`config.mk`:
```
export PLATFORM = sky130hd
export DESIGN_NAME = cus42_scroll_layers
export DESIGN_NICKNAME = d
export VERILOG_FILES = /design/src/rtl/cus42_pkg.sv /design/src/rtl/cus42_scroll_regs.sv /design/src/rtl/cus42_scroll_layers.sv
export SDC_FILE = /design/constraint.sdc
export NUM_CORES = 1
export LEC_CHECK = 0
export CORE_MARGIN = 5
export CORE_UTILIZATION = 62
export CTS_BUF_LIST = sky130_fd_sc_hd__clkbuf_4
export DETAILED_ROUTE_END_ITERATION = 12
export PLACE_DENSITY = 0.95
export SLEW_MARGIN = 10
export SYNTH_ARGS = -nofsm -noshare
export SYNTH_HDL_FRONTEND = slang
export SYNTH_SLANG_ARGS = --single-unit
```
`constraint.sdc`:
```
create_clock -name CLK_6M -period 3.71 [get_ports CLK_6M]
set_input_delay 0.371 -clock CLK_6M [delete_from_list [all_inputs] [get_ports CLK_6M]]
set_output_delay 0.371 -clock CLK_6M [all_outputs]
set_load 0.1 [all_outputs]
```
`src/rtl/cus42_pkg.sv`:
```
// Shared definitions for the CUS42 scroll-layer block: fetch phases,
// CPU register offsets and tile-map geometry.
package cus42_pkg;

    typedef enum logic [1:0] {
        PH_ADDR0       = 2'd0,
        PH_CODE0       = 2'd1,
        PH_ATTR0_ADDR1 = 2'd2,
        PH_CODE1       = 2'd3
    } phase_e;

    typedef enum logic [1:0] {
        REG_HLO = 2'd0,
        REG_HHI = 2'd1,
        REG_VLO = 2'd2,
        REG_VHI = 2'd3
    } reg_e;

    localparam int TILE_COL_BITS = 6;
    localparam int TILE_ROW_BITS = 5;

endpackage

```
`src/rtl/cus42_scroll_regs.sv`:
```
// One layer's double-buffered H/V scroll registers and scroll adders.
// CUS42_VFLIP_EN: screen flip also mirrors the vertical axis.
module cus42_scroll_regs
    import cus42_pkg::*;
#(
    parameter int FLIP_H_BASE = 384
`ifdef CUS42_VFLIP_EN
    ,
    parameter int FLIP_V_BASE = 264
`endif
) (
    input  logic       clk,
    input  logic       rst_n,
    input  logic       wr_en,
    input  logic [1:0] wr_addr,
    input  logic [7:0] wr_data,
    input  logic       commit,
    input  logic       flip,
    input  logic [8:0] h,
    input  logic [8:0] v,
    output logic [8:0] sh,
    output logic [8:0] sv
);

    logic [8:0] hs_shd_q, hs_shd_d;
    logic [8:0] vs_shd_q, vs_shd_d;
    logic [8:0] hs_act_q, hs_act_d;
    logic [8:0] vs_act_q, vs_act_d;
    logic [8:0] fh, sh_sum;
`ifdef CUS42_VFLIP_EN
    logic [8:0] fv, sv_sum;
`endif

    always_comb begin
        hs_shd_d = hs_shd_q;
        vs_shd_d = vs_shd_q;
        hs_act_d = hs_act_q;
        vs_act_d = vs_act_q;
        // Commit copies the shadow as it stood before this clock's CPU write.
        if (commit) begin
            hs_act_d = hs_shd_q;
            vs_act_d = vs_shd_q;
        end
        if (wr_en) begin
            unique case (reg_e'(wr_addr))
                REG_HLO: hs_shd_d[7:0] = wr_data;
                REG_HHI: hs_shd_d[8]   = wr_data[0];
                REG_VLO: vs_shd_d[7:0] = wr_data;
                REG_VHI: vs_shd_d[8]   = wr_data[0];
            endcase
        end
    end

    always_ff @(posedge clk or negedge rst_n) begin
        if (!rst_n) begin
            hs_shd_q <= '0;
            vs_shd_q <= '0;
            hs_act_q <= '0;
            vs_act_q <= '0;
        end else begin
            hs_shd_q <= hs_shd_d;
            vs_shd_q <= vs_shd_d;
            hs_act_q <= hs_act_d;
            vs_act_q <= vs_act_d;
        end
    end

    always_comb begin
        fh     = flip ? (9'(FLIP_H_BASE) - h) : h;
        sh_sum = hs_act_q + fh;
        sh     = {sh_sum[8:3], sh_sum[2:0] ^ {3{flip}}};
`ifdef CUS42_VFLIP_EN
        fv     = flip ? (9'(FLIP_V_BASE) - v) : v;
        sv_sum = vs_act_q + fv;
        sv     = {sv_sum[8:3], sv_sum[2:0] ^ {3{flip}}};
`else
        sv     = vs_act_q + v;
`endif
    end

endmodule

```
`src/rtl/cus42_scroll_layers.sv`:
```
// CUS42 scroll-layer block: NUM_LAYERS tilemap layers sharing one tile-name SRAM port.
// CUS42_VFLIP_EN: screen flip also mirrors the vertical scroll axis.
module cus42_scroll_layers
    import cus42_pkg::*;
#(
    parameter int NUM_LAYERS  = 2,
    parameter int LAYER_BASE  = 0,
    parameter int FLIP_H_BASE = 384,
    parameter int FLIP_V_BASE = 264,
    parameter int H_COMMIT    = 384,
    parameter int GA_W        = 14
) (
    input  logic                       CLK_6M,
    input  logic                       nRST,
    input  logic                       FLIP,
    input  logic                       nLATCH,
    input  logic [2:0]                 CA,
    input  logic [7:0]                 CD,
    input  logic [7:0]                 RD,
    input  logic [8:0]                 H,
    input  logic [8:0]                 V,
    output logic [11:0]                RA,
    output logic [NUM_LAYERS*GA_W-1:0] GA,
    output logic                       S3H
);

    localparam logic [8:0] H_COMMIT_9 = 9'(H_COMMIT);
    localparam logic       LAYER0_SEL = 1'(LAYER_BASE);

    if (NUM_LAYERS < 1 || NUM_LAYERS > 2) begin : g_bad_layers
        $error("cus42_scroll_layers: NUM_LAYERS must be 1 or 2");
    end
    if (GA_W < 12 || GA_W > 20) begin : g_bad_ga_w
        $error("cus42_scroll_layers: GA_W must be 12..20");
    end
    if (FLIP_V_BASE < 0 || FLIP_V_BASE > 511) begin : g_bad_vbase
        $error("cus42_scroll_layers: FLIP_V_BASE must be 0..511");
    end

    phase_e      phase;
    logic        nlatch_q, nlatch_d;
    logic        wr_stb, commit;
    logic [11:0] ra_q, ra_d;
    logic        s3h_q, s3h_d;
    logic [8:0]  sh      [NUM_LAYERS];
    logic [8:0]  sv      [NUM_LAYERS];
    logic [11:0] ra_even [NUM_LAYERS];

    assign phase    = phase_e'(H[1:0]);
    assign nlatch_d = nLATCH;
    assign wr_stb   = nlatch_q & ~nLATCH;
    assign commit   = (H == H_COMMIT_9);

    for (genvar n = 0; n < NUM_LAYERS; n++) begin : g_layer
        // Layer 1 runs the same fetch two phases behind layer 0.
        localparam logic   SEL     = LAYER0_SEL ^ 1'(n);
        localparam phase_e PH_NIB  = phase_e'((n == 0) ? PH_ADDR0 : PH_ATTR0_ADDR1);
        localparam phase_e PH_CODE = phase_e'((n == 0) ? PH_CODE0 : PH_CODE1);
        localparam phase_e PH_GA   = phase_e'((n == 0) ? PH_ATTR0_ADDR1 : PH_ADDR0);

        logic            wr_en;
        logic [7:0]      code_q, code_d;
        logic [3:0]      nib_q, nib_d;
        logic [GA_W-1:0] ga_q, ga_d;
        logic [GA_W-5:0] attr_code;
        logic            unused_scroll_bits;

        assign wr_en = wr_stb & (CA[2] == SEL);

        cus42_scroll_regs #(
            .FLIP_H_BASE(FLIP_H_BASE)
`ifdef CUS42_VFLIP_EN
            ,
            .FLIP_V_BASE(FLIP_V_BASE)
`endif
        ) u_regs (
            .clk    (CLK_6M),
            .rst_n  (nRST),
            .wr_en  (wr_en),
            .wr_addr(CA[1:0]),
            .wr_data(CD),
            .commit (commit),
            .flip   (FLIP),
            .h      (H),
            .v      (V),
            .sh     (sh[n]),
            .sv     (sv[n])
        );

        assign ra_even[n]         = {sv[n][TILE_ROW_BITS+2:3], sh[n][TILE_COL_BITS+2:3], 1'b0};
        assign unused_scroll_bits = ^{sv[n][8], sh[n][1:0]};

        if (GA_W > 12) begin : g_attr
            assign attr_code = {RD[GA_W-13:0], code_q};
        end else begin : g_no_attr
            assign attr_code = code_q;
        end

        always_comb begin
            code_d = code_q;
            nib_d  = nib_q;
            ga_d   = ga_q;
            if (phase == PH_NIB)  nib_d  = {sv[n][2:0], sh[n][2]};
            if (phase == PH_CODE) code_d = RD;
            if (phase == PH_GA)   ga_d   = {attr_code, nib_q};
        end

        always_ff @(posedge CLK_6M or negedge nRST) begin
            if (!nRST) begin
                code_q <= '0;
                nib_q  <= '0;
                ga_q   <= '0;
            end else begin
                code_q <= code_d;
                nib_q  <= nib_d;
                ga_q   <= ga_d;
            end
        end

        assign GA[n*GA_W +: GA_W] = ga_q;
    end

    always_comb begin
        ra_d = ra_q;
        unique case (phase)
            PH_ADDR0:       ra_d = ra_even[0];
            PH_CODE0:       ra_d[0] = 1'b1;
            PH_ATTR0_ADDR1: if (NUM_LAYERS > 1) ra_d = ra_even[NUM_LAYERS-1];
            PH_CODE1:       if (NUM_LAYERS > 1) ra_d[0] = 1'b1;
        endcase
        s3h_d = (phase == PH_CODE1);
    end

    always_ff @(posedge CLK_6M or negedge nRST) begin
        if (!nRST) begin
            nlatch_q <= 1'b1;
            ra_q     <= '0;
            s3h_q    <= 1'b0;
        end else begin
            nlatch_q <= nlatch_d;
            ra_q     <= ra_d;
            s3h_q    <= s3h_d;
        end
    end

    assign RA  = ra_q;
    assign S3H = s3h_q;

endmodule

```
---- Yosys cells after proc, flatten, opt, wreduce, memory -nomap -nowiden ----
Index checks and enable logic that the tools add are counted.
storage, ports and cells
  register bits ........................... 134
  latch bits .............................. 0
  memory bits (writable) .................. 0
  ROM bits ................................ 0
  input bits .............................. 41
  memories ................................ 0
cells by class
  $add $sub $neg .......................... 5
  multiply operators ...................... 0
  div/mod/pow operators ................... 0
  order comparisons ....................... 0
  eq/ne operators ......................... 6
  shifts and indexed selects .............. 0
  multiplexer cells ....................... 3
  bitwise logic cells ..................... 7
  reductions and logical operators ........ 11
operators by type and width
  kind                                                             number
  11-bit case mux with 2 select lines                              1
  9-bit adder                                                      2
  8-bit adder                                                      2
  2-bit AND reduction                                              6
  9-bit == test, second input constant                             1
  9-bit two-way mux                                                1
  9-bit subtractor, first input constant                           1
  2-bit == test, second input constant                             3
  3-bit XOR                                                        2
  2-bit by 1-bit == test with 1-bit output, second input constant  2
  2-bit logical NOT                                                2
  2-bit OR reduction                                               2
  1-bit AND                                                        3
  1-bit NOT                                                        2
  1-bit case mux with 2 select lines                               1
  2-bit nonzero test                                               1

---- Logic depth before layout (Yosys ltp) ----
Gate-level depths: netlist of the first run.
  depth in word-level cells ............... 4
  mapped depth ............................ 13
  mapped depth without buffers ............ 12

---- By module ----
Synthesis of the first run repeated with hierarchy kept, for this count alone.
second synthesis, totals
  cells, all modules ...................... 552
  area total of the unflattened synthesis .. 7,030.5 um^2
by module, submodules not included
  module                                  instances  cells an instance  area an instance (um^2)
  cus42_scroll_layers                     1          172                2,621.3
  cus42_scroll_regs at g_layer[1].u_regs  1          190                2,219.6
  cus42_scroll_regs at g_layer[0].u_regs  1          190                2,189.6

---- Worst setup path after synthesis of the first run ----
Ideal clock, no wire load.
  path kind ............................... input to register
  start ................................... input port H[1]
  end ..................................... register ra_q[6] (netlist: RA[6])
  setup time .............................. 126 ps
  arrival time ............................ 2,784 ps
  data required time ...................... 3,584 ps
  slack ................................... 800 ps
  stages on the path ...................... 13
  path buffers ............................ 1
  cell sequence ........................... inv_1 ha_1 clkbuf_1 inv_1 nand2_1 xnor2_1 ha_1 and4_1 o2111ai_1 o211ai_1 o31ai_1 xor2_1 a221o_1
on the way
  word-level cells in the longest chain between the ends .. 4
RTL lines
  what                                 line                        RTL
  from (decl)                          cus42_scroll_layers.sv:20   input logic [8:0] H,
  9-bit subtractor                     cus42_scroll_regs.sv:69     fh = flip ? (9'(FLIP_H_BASE) - h) : h;
  9-bit two-way mux                    cus42_scroll_regs.sv:69
  9-bit adder                          cus42_scroll_regs.sv:70     sh_sum = hs_act_q + fh;
  11-bit case mux with 2 select lines  cus42_scroll_layers.sv:125  unique case (phase)
  to (signal assigned)                 cus42_scroll_layers.sv:141  ra_q <= ra_d;
  to (decl)                            cus42_scroll_layers.sv:43   logic [11:0] ra_q, ra_d;
Several ways; a longest one is shown, not always the timed one.
A chain may end at the register's enable or synchronous reset.

---- Final worst setup path of the first run ----
Ends and elaborated chain as after synthesis.

==> results of run 1 <==
==> worst max-delay path, stage by stage <==
cell and delay (ns):
clkdlybuf4s50_1 0.57, inv_1 0.11, ha_1 0.21, buf_4 0.25
nand2_1 0.12, nand2_1 0.07, xnor2_1 0.26, ha_1 0.33
a21oi_1 0.21, o211ai_1 0.22, o31ai_1 0.33, xor2_1 0.11
a221o_1 0.30
==> final cells by class <==
| cell class | instances | area [um^2] |
|---|---|---|
| well taps | 136 | 170 |
| fillers | 606 | 2490 |
| clock inverters | 14 | 183 |
| inverters | 17 | 63.8 |
| clock buffers | 18 | 135 |
| repair buffers | 88 | 873 |
| multi-input cells | 319 | 2870 |
| flip-flops and latches | 134 | 3350 |
==> sequential cells by signal, summed over array words and instances, names as in the netlist <==
signal	count
RA	12
S3H	1
g_layer.code_q	16
g_layer.ga_q	28
g_layer.nib_q	8
g_layer.u_regs.hs_act_q	18
g_layer.u_regs.hs_shd_q	18
g_layer.u_regs.vs_act_q	16
g_layer.u_regs.vs_shd_q	16
nlatch_q	1
==> cells by family after synthesis <==
logic type / Yosys count
flip-flops: 134
multiplexers: 122
adder cells (fa/ha/maj): 34
AND/OR/NAND/NOR: 73
XOR/XNOR: 27
AO/OA/AOI/OAI: 63
buffers and inverters: 31
==> cell usage after synthesis (all sizes together) (2+ instances only) <==
master / n
nor2: 16
o21a: 4
o21ai: 16
nor3: 11
fa: 2
nand3: 6
mux2: 116
nand3b: 4
a21boi: 2
buf: 4
a211oi: 3
a22oi: 2
nand2: 13
xnor3: 2
xnor2: 16
clkbuf: 10
or3: 2
a221o: 3
dfrtp: 133
nand4: 3
o31ai: 3
nor3b: 4
xor2: 9
nor2b: 3
inv: 17
nand2b: 4
a21o: 3
a31oi: 2
ha: 32
mux2i: 6
a21oi: 18
o211ai: 2
==> path summary, 6_finish.rpt <==
kind                                                    start                            end  cells after the start
worst max-delay path                                     H[1]                          RA[6]                     13
worst min-delay path                                   nLATCH                       nlatch_q                      1
worst max register to register  g_layer[1].u_regs.hs_act_q[2]                          RA[6]                      7
worst min register to register           g_layer[1].code_q[0]           g_layer[1].code_q[0]                      1
max in group asynchronous                                nRST  g_layer[1].u_regs.hs_act_q[0]                      3
min in group asynchronous                                nRST            g_layer[0].ga_q[11]                      3
==> layer usage <==
layer,vias to the layer above,track usage,routed length (um)
met3,22,0.0519,619
met5,-,0,0
met4,0,0.0876,297
li1,1944,-,-
met1,2139,0.295,5770
met2,128,0.390,6920
==> what timing repair did <==
item                                   4_1_cts  5_1_grt
endpoints found under the hold margin      133        0
resized for setup                            0        0
hold buffers                                 1        0
==> cell usage in the layout (no fill, tap or decap), types with 4 or more instances in the layout <==
master	instances
nor2_1	16
nand2_1	13
a21oi_1	18
clkbuf_4	18
xnor2_1	16
o21ai_0	16
bufinv_16	4
buf_4	7
mux2_2	116
nand3_1	6
ha_1	32
xor2_1	9
o21a_1	4
dfrtp_1	133
nand3b_1	4
nor3_1	11
nand2b_1	4
clkdlybuf4s50_1	79
mux2i_1	6
inv_1	17
==> where the power goes <==
group / switching, mW / total (mW) / internal, mW
logic: 0.941 / 1.37 / 0.432
clock network: 0.529 / 1.07 / 0.537
registers: 0.131 / 1.82 / 1.69
==> results.py, run 1 <==
metrics = {
    "status": {
        "status": "completed",
    },
    "detailed_routing": {
        "postRouteAntennaNets": 0,
        "wl_um": 13600,
        "drc": 0,
        "vias": 4233,
        "drtPass1Iterations": 4,
        "wl_per_cell_um": 18.7,
        "avgViaCountPerCell": 5.83,
        "first_iter_violations": 186,
    },
    "critical_path": {
        "worstPathRequired_ns": 4.12,
        "cp-end-kind": "register",
        "critPathMaxFanout": 29,
        "worstSetupPathType": "in -> reg",
        "ff2ff_setup_slack_ns": 1.40,
        "startpoint_type": "primary input",
        "cp_data_arrival_time_ns": 3.47,
    },
    "placement": {
        "dp.cells": 693,
        "numPortBuffers": 80,
        "place_congestion": 0.846,
        "dp_hpwl_um": 10100,
        "placed_area_um2": 7320,
        "post-place-ws_ns": 0.177,
    },
    "final_layout": {
        "final_core_util": 0.755,
        "drive_above_1_share": 0.273,
        "fin_nets": 652,
        "syn2layout_area_growth_pct": 20.6,
        "fin_cells": 726,
        "stdcell_area_um2": 7650,
        "num_antenna_cells": 0,
    },
    "synth": {
        "yosys_warnings": 0,
        "synth_area_um2": 6340,
        "ys_types": 47,
        "ys_seq_area_frac": 0.529,
        "synth_fp_nets": 559,
        "synth-edff-count": 0,
        "synth_top_family_by_area": "multiplexers",
        "synth.avg_cell_area_um2": 13.1,
        "muxShareOfSynthArea": 0.215,
        "yosysTopAreaCellShare": 0.525,
        "synthSimpleGateAreaFrac": 0.0627,
        "syn_inst": 484,
        "synth_area_leaders": "dfrtp_1 (52%), mux2_2 (21%), ha_1 (6.3%)",
        "synth_fa_ha_area_frac": 0.0694,
        "synth-xor-area-share": 0.0416,
        "ys_ff_latch": 134,
        "async_flop_share": 1.00,
        "synth_compound_area_frac": 0.0637,
        "ys.flop_type": "dfrtp_1",
        "synth_area_leader_cell": "dfrtp_1",
    },
    "grt": {
        "grt_antenna_before_repair": 0,
        "grt_start_max_net_pins": 135,
        "grt_usage": 0.232,
        "grt_pass1_vias": 4597,
        "grt_pass1_wl_um": 22900,
        "grt_overflow_total": 0,
    },
    "sta": {
        "max_freq_mhz": 326,
        "final_hold_viol_count": 0,
        "worstMarginPinSlew_ns": 1.01,
        "finalSetupViolCount": 0,
        "hold_ws_ns": 0.323,
        "setup_tns_ns": 0,
        "period_share": 0.826,
        "final.min_clock_period_ns": 3.06,
        "layout_setup_ws_ns": 0.646,
        "drv_slew": 0,
        "rsz0062_at_grt": "false",
        "skew_ns": 0.0212,
        "timing.slew.headroom": 0.326,
    },
    "clocking": {
        "root_buffer": "clkbuf_4",
        "cts_tree": "yes",
        "cts_buffers": 17,
        "clk_path_buf_depth": 2,
        "clkTransAtPathRegs_ns": 0.12,
        "clock_sinks": 134,
        "htree_levels": 4,
        "clk_latency_ns": 0.51,
        "cts_setup_buffers": 0,
    },
    "job": {
        "maxCapViolations": 0,
    },
    "floorplan": {
        "num_rows": 37,
        "dieArea_um2": 12400,
        "start_util": 0.626,
        "io_pins": 82,
        "coreArea_um2": 10100,
        "die_w_um": 111,
        "die_y_um": 111,
    },
    "power": {
        "power_mw": 4.26,
        "p_per_area_nw_per_um2": 556,
        "p_leak_nw": 3.45,
        "ir_worst_vdd_uv": 332,
    },
    "hold_path": {
        "min_path_type": "in -> reg",
    },
}
Power figures use the tool's default switching activity.
==> inputs of run 2 (changes only) <==
- CORE_UTILIZATION: 62 -> 52
- PLACE_DENSITY: 0.95 -> 0.9
- clock period: 3.71 -> 2.5 ns (I/O delays scaled with it)
==> run 2 against run 1 <==
  * Cell count increased by 7.0%
  * Final area increased by 4.1%
  * Sequential share of layout area decreased by 1.7 points
  * Hold slack got worse by 0.16 ns
  * Clock power increased by 44%
  * Die area increased by 17%
  * Routed wire length increased by 2.3%
  * Flip-flop and latch count unchanged
  * Total power increased by 48%
  * Count of clock-buffer cells in the layout increased by 1
  * Largest power group unchanged
  * Highest routed layer unchanged
==> results.py, run 2 (same netlist as run 1, synthesis figures left out) <==
metrics = {
    "sta": {
        "drv_slew": 0,
        "final.min_clock_period_ns": 2.48,
        "period_share": 0.993,
        "setup_tns_ns": 0,
        "finalSetupViolCount": 0,
        "hold_ws_ns": 0.164,
        "skew_ns": 0.0131,
        "timing.slew.headroom": 0.608,
        "max_freq_mhz": 403,
        "worstMarginPinSlew_ns": 0.588,
        "layout_setup_ws_ns": 0.0163,
        "final_hold_viol_count": 0,
    },
    "grt": {
        "grt_pass1_vias": 4669,
        "grt_pass1_wl_um": 23200,
        "met2_usage": 0.334,
        "grt_overflow_total": 0,
        "grt_start_max_net_pins": 66,
        "gr-usage-met1": 0.260,
        "top_usage_layer": "met2",
        "grt_usage": 0.203,
        "grt_antenna_before_repair": 0,
        "gr-usage-met3": 0.0468,
    },
    "final_layout": {
        "stdcell_area_um2": 7970,
        "fin_cells": 777,
        "num_antenna_cells": 0,
        "largestRegisters": "g_layer.ga_q (28), g_layer.u_regs.hs_act_q (18), g_layer.u_regs.hs_shd_q (18)",
        "largest_register": "g_layer.ga_q",
        "final_core_util": 0.666,
        "syn2layout_area_growth_pct": 25.6,
        "final_cell_mix": "dfrtp_1 (133), mux2_2 (116), buf_4 (85)",
        "fillers": 878,
        "fin_nets": 692,
        "seq_area_um2": 3350,
        "drive_above_1_share": 0.402,
        "multi_input_area_um2": 2930,
        "final_common_cell": "dfrtp_1",
        "largest_reg_flops": 28,
    },
    "floorplan": {
        "coreArea_um2": 12000,
        "die_w_um": 120,
        "die_y_um": 120,
        "start_util": 0.530,
        "num_rows": 40,
        "io_pins": 82,
        "dieArea_um2": 14500,
    },
    "placement": {
        "placed_area_um2": 7590,
        "numPortBuffers": 80,
        "post-place-ws_ns": -0.635,
        "dp_hpwl_um": 10400,
        "place_congestion": 0.875,
        "dp.cells": 741,
    },
    "critical_path": {
        "startpoint_type": "primary input",
        "cp-end-kind": "register",
        "critPathMaxFanout": 4,
        "cp_data_arrival_time_ns": 2.91,
        "worstPathRequired_ns": 2.93,
        "worstSetupPathType": "in -> reg",
    },
    "clocking": {
        "htree_levels": 4,
        "clk_latency_ns": 0.54,
        "clk_path_buf_depth": 2,
        "root_buffer": "clkbuf_4",
        "cts_buffers": 17,
        "clkTransAtPathRegs_ns": 0.11,
        "clock_sinks": 134,
        "cts_tree": "yes",
    },
    "detailed_routing": {
        "postRouteAntennaNets": 0,
        "vias": 4315,
        "wl_per_cell_um": 17.9,
        "drc": 0,
        "first_iter_violations": 308,
        "wl_um": 13900,
        "drtPass1Iterations": 4,
        "avgViaCountPerCell": 5.55,
    },
    "job": {
        "maxCapViolations": 0,
    },
    "power": {
        "p_per_area_nw_per_um2": 791,
        "power_mw": 6.30,
        "p_leak_nw": 3.73,
        "ir_worst_vdd_uv": 422,
    },
    "hold_path": {
        "min_path_type": "in -> reg",
    },
    "status": {
        "status": "completed",
    },
}
[run 2: worst paths after layout]
path	start	end	slack, ns	cells after the start
min reg2reg	g_layer[0].nib_q[2]	g_layer[0].nib_q[2]	0.50	2
max reg2reg	g_layer[0].u_regs.vs_act_q[1]	RA[11]	0.29	7
max	H[0]	RA[5]	0.02	14
max in group asynchronous	nRST	g_layer[0].ga_q[1]	1.50	3
min in group asynchronous	nRST	g_layer[0].u_regs.hs_shd_q[3]	0.25	2
min	nLATCH	nlatch_q	0.16	1
[run 2: worst max-delay path, cell delays in order]
cell and delay, ns:
clkdlybuf4s50_1 0.59, inv_6 0.05, ha_4 0.18, inv_6 0.06, nand2_4 0.05, xnor2_2 0.14
ha_1 0.32, a21o_1 0.22, o2111ai_2 0.17, o211ai_1 0.16, buf_4 0.18, a21oi_2 0.17
xnor2_1 0.09, a221o_1 0.30
[run 2: final cells by class]
| class | instances | area share |
|---|---|---|
| flip-flops and latches | 134 | 0.421 |
| clock buffers | 19 | 0.0179 |
| inverters | 17 | 0.0108 |
| well taps | 147 | 0.0231 |
| multi-input cells | 319 | 0.368 |
| repair buffers | 128 | 0.138 |
| clock inverters | 13 | 0.0204 |
[run 2: timing repair]
item | in CTS | in global routing
pin swaps | 1 | 9
setup buffers | 0 | 3
resized for setup | 2 | 7
endpoints found under the setup margin | 2 | 4
hold buffers | 1 | 0
endpoints found under the hold margin | 43 | 0
[run 2: power by group]
part,switching (mW),internal [mW]
Clock,0.744,0.795
Sequential,0.192,2.51
Combinational,1.41,0.646
[run 2: per-layer routing]
metal | up-vias | part of all wire
li1 | 2022 | -
met1 | 2147 | 0.43
met2 | 121 | 0.50
met3 | 25 | 0.048
met4 | 0 | 0.024
met5 | - | 0
==> inputs of run 3 (changes only) <==
- CORE_ASPECT_RATIO: default -> 0.75
- CORE_UTILIZATION: 52 -> 60
- DONT_BUFFER_PORTS: default -> 1
- clock period: 2.5 -> 2.1 ns (I/O delays scaled with it)
==> run 3 against run 2 <==
  * Routed wire length is 6.3% higher
  * Clock skew is 0.0020 ns lower
  * Clock power is 30% higher
  * Largest cell class unchanged
  * Critical endpoint is now RA[6]
  * Utilization is 9.3 points higher
  * The flow now finishes with violations (negative hold slack)
==> results.py, run 3 (same netlist as run 1, synthesis figures left out) <==
metrics = {
    "status": {
        "status": "finished with violations",
        "violations": "negative hold slack",
    },
    "power": {
        "p_leak_nw": 3.61,
        "power_frac_comb": 0.316,
        "switchingPower_mw": 2.82,
        "switching_share": 0.371,
        "ir_worst_vdd_uv": 653,
        "p_int_mw": 4.78,
        "p_per_area_nw_per_um2": 972,
        "power_mw": 7.59,
        "p_seq_frac": 0.420,
        "pwr-share-clk": 0.264,
    },
    "clocking": {
        "clkTransAtPathRegs_ns": 0.11,
        "cts_tree": "yes",
        "cts_buffers": 17,
        "clock_sinks": 134,
        "root_buffer": "clkbuf_4",
        "htree_levels": 4,
        "clk_path_buf_depth": 2,
        "clk_latency_ns": 0.54,
    },
    "sta": {
        "final_hold_viol_count": 134,
        "hold_ws_ns": -0.642,
        "drv_slew": 0,
        "worstMarginPinSlew_ns": 0.532,
        "finalSetupViolCount": 0,
        "rsz0062_at_grt": "true",
        "skew_ns": 0.0110,
        "max_freq_mhz": 477,
        "timing.slew.headroom": 0.645,
        "layout_setup_ws_ns": 0.00436,
        "final.min_clock_period_ns": 2.10,
        "period_share": 0.998,
    },
    "floorplan": {
        "die_y_um": 99.1,
        "num_rows": 32,
        "coreArea_um2": 10300,
        "start_util": 0.616,
        "dieArea_um2": 12800,
        "io_pins": 82,
        "die_w_um": 129,
    },
    "critical_path": {
        "rr_startpoint": "g_layer[1].u_regs.hs_act_q[1]",
        "worstPathRequired_ns": 2.52,
        "cp-end-kind": "register",
        "rr_endpoint": "RA[6]",
        "critPathMaxFanout": 2,
        "ff2ff_setup_slack_ns": 0.004,
        "cp_data_arrival_time_ns": 2.52,
        "worstSetupPathType": "reg -> reg",
        "startpoint_type": "register",
        "reg2regPathDepth": 7,
    },
    "grt": {
        "grt_usage": 0.247,
        "grt_pass1_wl_um": 24300,
        "grt_pass1_vias": 4725,
        "grt_start_max_net_pins": 135,
        "grt_overflow_total": 0,
        "grt_antenna_before_repair": 2,
    },
    "detailed_routing": {
        "wl_um": 14800,
        "wl_per_cell_um": 20.0,
        "drtPass1Iterations": 4,
        "avgViaCountPerCell": 5.83,
        "postRouteAntennaNets": 0,
        "vias": 4320,
        "drc": 0,
        "first_iter_violations": 232,
    },
    "placement": {
        "place_congestion": 0.889,
        "numPortBuffers": 0,
        "post-place-ws_ns": -0.354,
        "dp_hpwl_um": 10300,
    },
    "final_layout": {
        "final_cell_mix": "dfrtp_1 (133), mux2_2 (116), buf_4 (77)",
        "final_common_cell": "dfrtp_1",
        "largest_reg_flops": 28,
        "syn2layout_area_growth_pct": 23.1,
        "fin_nets": 666,
        "largestRegisters": "g_layer.ga_q (28), g_layer.u_regs.hs_act_q (18), g_layer.u_regs.hs_shd_q (18)",
        "drive_above_1_share": 0.425,
        "largest_register": "g_layer.ga_q",
    },
    "hold_path": {
        "min_path_type": "in -> async",
    },
    "job": {
        "maxCapViolations": 0,
    },
}
run 3: cell count changes in the layout (fill, tap and decap cells not counted), sizes merged, moves of 2 or more:
cell,before,now
clkinvlp,1,3
buf,89,77
dlygate4sd3,1,25
clkinv,8,6
clkdlybuf4s50,37,0
run 3: how the worst max path moves through the flow:
| stage | from | endpoint | slack (ns) | cells after the start |
|---|---|---|---|---|
| after CTS | g_layer[1].u_regs.vs_act_q[1] | RA[11] | 0.004 | 7 |
| after detailed placement | H[1] | RA[5] | -0.35 | 13 |
| after floorplan | H[1] | RA[6] | -0.36 | 13 |
| final | g_layer[1].u_regs.hs_act_q[1] | RA[6] | 0.004 | 7 |
| after global routing | g_layer[1].u_regs.hs_act_q[2] | RA[6] | -0.06 | 7 |
| after global placement | H[1] | RA[6] | -0.22 | 12 |
run 3: worst max-delay path, stage by stage (launching register included):
cell       delay, ns
dfrtp_1         0.46
ha_4            0.25
and4_4          0.15
o2111ai_2       0.21
o211ai_1        0.18
o31ai_1         0.31
xor2_1          0.10
a221o_1         0.32
run 3: power groups by stage:
stage	sequential [mW]	clock [mW]	combinational, mW
floorplan	4.36	0	0.635
global placement	3.20	0	2.25
detailed placement	3.23	0	2.30
CTS	3.18	2.03	2.38
global route	3.23	2.19	2.51
finish	3.19	2.00	2.40
run 3: repair_timing:
action | 4_1_cts | 5_1_grt
hold buffers | 23 | 2
buffers inserted | 0 | 4
gates cloned | 0 | 0
endpoints found under the hold margin | 193 | 136
pin swaps | 3 | 13
resized for setup | 7 | 17
setup endpoints to repair | 4 | 5
run 3: layer usage:
layer,share of wire,vias to the layer above,wire length [um],track usage
met5,0.00088,-,13,0
met4,0.020,2,294,0.0710
met3,0.053,24,790,0.0802
met2,0.49,115,7230,0.399
met1,0.44,2211,6460,0.322
li1,-,1968,-,-
run 3: cell type report:
type                            instances  area, um^2
Sequential cell                       134        3350
Multi-Input combinational cell        319        3030
Fill cell                             587        2480
Timing Repair Buffer                  102         828
Clock inverter                         14         208
Tap cell                              136         170
Clock buffer                           18         135
Inverter                               17        86.3
Antenna cell                            1        2.50
run 3: metrics by stage:
| step | TNS [ns] | std cells | area, um^2 | utilization |
|---|---|---|---|---|
| 6_report | 0 | 741 | 7810 | 0.759 |
| 3_3_place_gp | -0.431 | 679 | 7070 | 0.687 |
| 4_1_cts | 0 | 734 | 7680 | 0.747 |
| 2_1_floorplan | -0.570 | 484 | 6410 | - |
| 3_5_place_dp | -0.979 | 679 | 7070 | 0.687 |
| 5_1_grt | -0.182 | 741 | 7810 | 0.759 |
